[src/rtl/time_adjust_sequencer.sv]
// time_adjust_sequencer
//   Owns the clock time and alarm registers of the alarm clock and sequences
//   every update to them. In run mode the time advances on sec_tick. In adjust
//   mode up/down pulses step the one field that EN selects. This block also
//   runs the alarm ringing state machine.
//
// Ports
//   clk, rst      : clock, synchronous active-high reset
//   sec_tick      : one-cycle pulse per second
//   adjust        : 1 = adjust mode
//   EN[4:0]       : one-hot field select (clock min, clock hr, alarm min,
//                   alarm hr, alarm enable)
//   up, down      : one-cycle increment/decrement pulses
//   center        : one-cycle silence pulse
//   sec, min, hr  : clock time
//   alm_min/alm_hr: alarm time
//   alarm_on      : alarm armed
//   ringing       : buzzer drive
module time_adjust_sequencer #(
    parameter int unsigned RING_SECONDS = 60
) (
    input  logic       clk,
    input  logic       rst,
    input  logic       sec_tick,
    input  logic       adjust,
    input  logic [4:0] EN,
    input  logic       up,
    input  logic       down,
    input  logic       center,
    output logic [5:0] sec,
    output logic [5:0] min,
    output logic [4:0] hr,
    output logic [5:0] alm_min,
    output logic [4:0] alm_hr,
    output logic       alarm_on,
    output logic       ringing
);

    typedef enum logic {
        IDLE,
        RINGING
    } ring_state_t;

    ring_state_t state, state_nx;
    logic [7:0]  ring_cnt, ring_cnt_nx;
    logic        adj_q;

    logic        en_valid;
    logic        step_up, step_dn;
    logic        sec_wrap;
    logic        trigger;

    logic [5:0]  min_up, min_dn, amin_up, amin_dn;
    logic [4:0]  hr_up, hr_dn, ahr_up, ahr_dn;
    logic [4:0]  hr_carry;

    // Modular neighbours of every field, shared by run-mode carry and adjust.
    always_comb begin
        min_up  = (min == 6'd59)     ? '0 : min + 6'd1;
        min_dn  = (min == 6'd0)      ? 6'd59 : min - 6'd1;
        amin_up = (alm_min == 6'd59) ? '0 : alm_min + 6'd1;
        amin_dn = (alm_min == 6'd0)  ? 6'd59 : alm_min - 6'd1;
        hr_up   = (hr == 5'd23)      ? '0 : hr + 5'd1;
        hr_dn   = (hr == 5'd0)       ? 5'd23 : hr - 5'd1;
        ahr_up  = (alm_hr == 5'd23)  ? '0 : alm_hr + 5'd1;
        ahr_dn  = (alm_hr == 5'd0)   ? 5'd23 : alm_hr - 5'd1;
    end

    always_comb begin
        en_valid = (EN != '0) && ((EN & (EN - 5'd1)) == '0);
        step_up  = up & ~down;
        step_dn  = down & ~up;
        sec_wrap = ~adjust & sec_tick & (sec == 6'd59);
        hr_carry = (min == 6'd59) ? hr_up : hr;
        // Trigger compares the alarm against the time this tick is about to
        // produce, so the match lands exactly on hh:mm:00.
        trigger  = sec_wrap & alarm_on & (min_up == alm_min) & (hr_carry == alm_hr);
    end

    // Time and alarm registers.
    always_ff @(posedge clk) begin
        if (rst) begin
            sec      <= '0;
            min      <= '0;
            hr       <= '0;
            alm_min  <= '0;
            alm_hr   <= '0;
            alarm_on <= 1'b0;
            adj_q    <= 1'b0;
        end else begin
            adj_q <= adjust;
            if (!adjust) begin
                if (sec_tick) begin
                    if (sec == 6'd59) begin
                        sec <= '0;
                        min <= min_up;
                        hr  <= hr_carry;
                    end else begin
                        sec <= sec + 6'd1;
                    end
                end
            end else begin
                if (!adj_q) begin
                    sec <= '0;
                end
                if (en_valid && (step_up || step_dn)) begin
                    unique case (1'b1)
                        EN[0]: min      <= step_up ? min_up  : min_dn;
                        EN[1]: hr       <= step_up ? hr_up   : hr_dn;
                        EN[2]: alm_min  <= step_up ? amin_up : amin_dn;
                        EN[3]: alm_hr   <= step_up ? ahr_up  : ahr_dn;
                        EN[4]: alarm_on <= ~alarm_on;
                        default: ;
                    endcase
                end
            end
        end
    end

    // Ring FSM state register.
    always_ff @(posedge clk) begin
        if (rst) begin
            state    <= IDLE;
            ring_cnt <= '0;
        end else begin
            state    <= state_nx;
            ring_cnt <= ring_cnt_nx;
        end
    end

    // Ring FSM next state. Silence causes take priority over a tick arriving
    // in the same cycle.
    always_comb begin
        state_nx    = state;
        ring_cnt_nx = ring_cnt;
        unique case (state)
            IDLE: begin
                if (trigger) begin
                    state_nx    = RINGING;
                    ring_cnt_nx = '0;
                end
            end
            RINGING: begin
                if (center || !alarm_on || adjust) begin
                    state_nx = IDLE;
                end else if (sec_tick) begin
                    if (32'(ring_cnt) + 32'd1 >= RING_SECONDS) begin
                        state_nx = IDLE;
                    end else begin
                        ring_cnt_nx = ring_cnt + 8'd1;
                    end
                end
            end
            default: state_nx = IDLE;
        endcase
    end

    assign ringing = (state == RINGING);

endmodule
[config.mk]
export PLATFORM = sky130hd
export DESIGN_NAME = time_adjust_sequencer
export DESIGN_NICKNAME = d
export VERILOG_FILES = /design/src/rtl/time_adjust_sequencer.sv
export SDC_FILE = /design/constraint.sdc
export NUM_CORES = 1
export LEC_CHECK = 0
export CAP_MARGIN = 30
export CORE_MARGIN = 2
export CORE_UTILIZATION = 50
export DETAILED_ROUTE_END_ITERATION = 6
export PLACE_DENSITY = 0.76
export SLEW_MARGIN = 20
export SYNTH_ARGS = -nofsm -noshare
export SYNTH_HDL_FRONTEND = slang
export SYNTH_SLANG_ARGS = --single-unit
[constraint.sdc]
create_clock -name clk -period 3 [get_ports clk]
set_input_delay 0.6 -clock clk [delete_from_list [all_inputs] [get_ports clk]]
set_output_delay 0.6 -clock clk [all_outputs]
set_load 0.01 [all_outputs]
==> results.yml <==
setup_path:
  setup.worst_path.start_class: "input pin"
  cp.arrival_ns: 3.07
  r2r_end: "ring_cnt[5]$_SDFFE_PP0P_"
  crit_path_end_kind: "flop"
  critPathBufInv: 1
  slowest_stage: "or4_4"
  critPathMaxStageDelay_ns: 0.53
  r2r_cells: 7
  cp_data_required_time_ns: 3.20
  reg2reg_slack_ns: 0.21
  path_class: "input pin to flop"
  crit_family: "simple AND/OR/NAND/NOR gates"
  cpMostUsedCell: "or4_4"
  cp_max_fo: 3
  cp_cell_sequence: "dlygate4sd2_1 > nand2b_4 > or3_4 > or4b_4 > or4_4 > or4_4 > a41o_1"
  reg2reg_from: "sec[0]$_SDFFE_PP0P_"
final_layout:
  nFillCells: 528
  antenna_cells: 0
  final_common_cell: "nand2_1"
  drive_gt1_share_pct: 11.26
  layout.cells.non_filler: 528
  final_core_util_pct: 63.61
  area_growth_pct: 24.10
  layout.nets: 477
  final_cell_mix: "nand2_1 (40), clkdlybuf4s50_1 (39), nor2_1 (38)"
global_route:
  met2_usage_pct: 39.75
  grt_util_met3_pct: 4.396
  use_met1_pct: 35.76
  grtUsageTotal_pct: 25.26
  grt_max_degree: 25
  grt_overflow_total: 0
  grt_pass1_vias: 2724
  grt_antenna_before_repair: 0
  grt_pass1_wl_mm: 13.30
  busiest_layer: "met2"
drt:
  vias_per_cell: 6.116
  drt_iter0_drc: 323
  antenna_left: 0
  num_vias: 3229
  dr.pass1.iters: 5
  wirelength_mm: 8.216
  routedWlPerCell_um: 15.56
  remaining_drc_errors: 0
yosys:
  synth_edf_count: 0
  synthFlopType: "dfxtp_1"
  async_flop_share_pct: 0
  synth_nets: 433
  synthDistinctLibCells: 59
  netlist_area_um2: 3017
  yosysSeqAreaShare_pct: 25.88
  ys_ff_latch: 39
  netlist_instances: 408
  yosysWarnings: 0
  synth_area_per_cell_um2: 7.394
sta:
  fmax_mhz: 348.9
  tightest_slew_ns: 0.4962
  skew_ns: 0.004442
  whs_ns: 0.4882
  finalCritPeriodShare_pct: 95.54
  period_needed_ns: 2.866
  setup_ws_ns: 0.1337
  slew_headroom_pct: 66.80
  finalHoldViolations: 0
  setup_violations: 0
  maxSlewViolCount: 0
  rsz0062_at_grt: "false"
  fin_setup_tns_ns: 0
hold_path:
  holdPathEnd: "ring_cnt[7]$_SDFFE_PP0P_"
  hp-class: "flop to flop"
  whs_path_depth: 1
  min_from: "ring_cnt[7]$_SDFFE_PP0P_"
clocking:
  clock-sinks: 39
  clk_latency_ns: 0.30
  clkTransAtPathRegs_ns: 0.08
  clk_path_buf_depth: 2
  cts_made_buffers: 5
  h-tree-depth: 2
  cts_root_buffer: "clkbuf_8"
  postCtsHoldBufs: 0
  cts_tree: "yes"
run_status:
  status: "complete, no violations"
power_and_ir_drop:
  ir_drop_mv: 0.1963
  p_leak_nw: 1.389
  cellPowerDensity_nw_per_um2: 334.1
place:
  gp_congestion: 0.8903
  dp_hpwl_mm: 5.867
  io_buffers: 41
  place_ws_ns: -0.3918
  placed_cells: 521
die:
  fp.dieH_um: 81.68
  die_w_um: 81.68
  ios: 42
  rows: 28
  dieArea_um2: 6671
  initial_core_util_pct: 51.25
  design.core.area_um2: 5886
run:
  max_cap_violations: 0
## synthesized netlist by cell type, types with 2 or more instances
master,number,share of area [%]
nand2_1,40,5.0
dfxtp_1,39,26
nor2_1,38,4.7
a21oi_1,37,6.1
clkbuf_1,27,3.4
o21ai_0,22,3.7
inv_1,17,2.1
xor2_1,17,4.9
nand3_1,15,2.5
ha_1,13,5.4
xnor2_1,10,2.9
or3_1,9,1.9
a211oi_1,8,2.0
a31oi_1,8,1.7
nand4_1,8,1.7
nor2b_1,7,1.5
nor3_1,7,1.2
a32oi_1,6,1.7
o211ai_1,6,1.5
o31ai_1,6,1.5
and3_1,5,1.0
nor3b_1,5,1.2
a311oi_1,4,1.2
nand3b_1,4,1.0
and4b_1,3,1.0
mux2i_1,3,1.0
nor4b_1,3,0.87
a211o_1,2,0.58
a21bo_2,2,0.66
a21o_1,2,0.50
buf_1,2,0.25
buf_2,2,0.33
nand4b_1,2,0.58
nor4_1,2,0.41
o41ai_1,2,0.58
or4_4,2,0.75
## sequential cells by signal, indices dropped and copies added (netlist names)
register,count
ring_cnt,8
alm_min,6
min,6
sec,6
alm_hr,5
hr,5
adj_q,1
alarm_on,1
ringing,1
## kinds of logic (layout without fill, tap and decap cells)
family          after synthesis  count (layout)  share of synthesized area, %
xor+xnor                     27              27                         7.839
buf+inv                      48              93                         6.056
mux                           4               4                         1.369
flops                        39              39                         25.88
simple gates                159             159                         27.79
compound gates              118             118                         25.67
fa+ha+maj                    13              13                         5.392
## power by group
part | switching (mW) | internal [mW] | total, mW | leakage (nW)
sequential | 0.0209 | 0.530 | 0.551 | 0.317
clock | 0.201 | 0.248 | 0.449 | 0.0581
combinational | 0.136 | 0.115 | 0.251 | 1.01
total | 0.358 | 0.893 | 1.25 | 1.39
## layer usage
layer / part of all wire [%] / vias up
li1: - / 1575
met1: 47 / 1507
met2: 45 / 130
met5: 0 / -
met3: 6.3 / 17
met4: 1.8 / 0
## cell type report
type | instances | area (um2) | area share (%)
clock buffer | 5 | 68.82 | 1.838
clock inverter | 3 | 43.79 | 1.170
inverter | 17 | 63.81 | 1.705
multi-input combinational | 321 | 2078 | 55.51
sequential | 39 | 784.5 | 20.96
tap | 75 | 93.84 | 2.507
timing repair buffer | 68 | 610.6 | 16.31
## through the flow
stage,cell area [um2],power (mW)
after CTS,3734,1.254
after global routing,3744,1.307
after detailed placement,3612,0.8071
final,3744,1.251
after global placement,3612,0.8030
after floorplan,3018,0.7131
## worst max path at each step
| stage | cells past startpoint | start | to |
|---|---|---|---|
| floorplan | 8 | min[1]$_SDFFE_PP0P_ | ring_cnt[5]$_SDFFE_PP0P_ |
| global placement | 7 | adjust | ring_cnt[5]$_SDFFE_PP0P_ |
| detailed placement | 7 | adjust | ring_cnt[5]$_SDFFE_PP0P_ |
| CTS | 9 | adjust | ring_cnt[1]$_SDFFE_PP0P_ |
| global route | 8 | adjust | ring_cnt[1]$_SDFFE_PP0P_ |
| finish | 7 | adjust | ring_cnt[5]$_SDFFE_PP0P_ |
## repair_timing
action	4_1_cts	5_1_grt
pin swaps	3	1
setup buffers	0	0
gates resized for setup	4	6
endpoints found under the setup margin	7	5
Power figures use the tool's default switching activity.
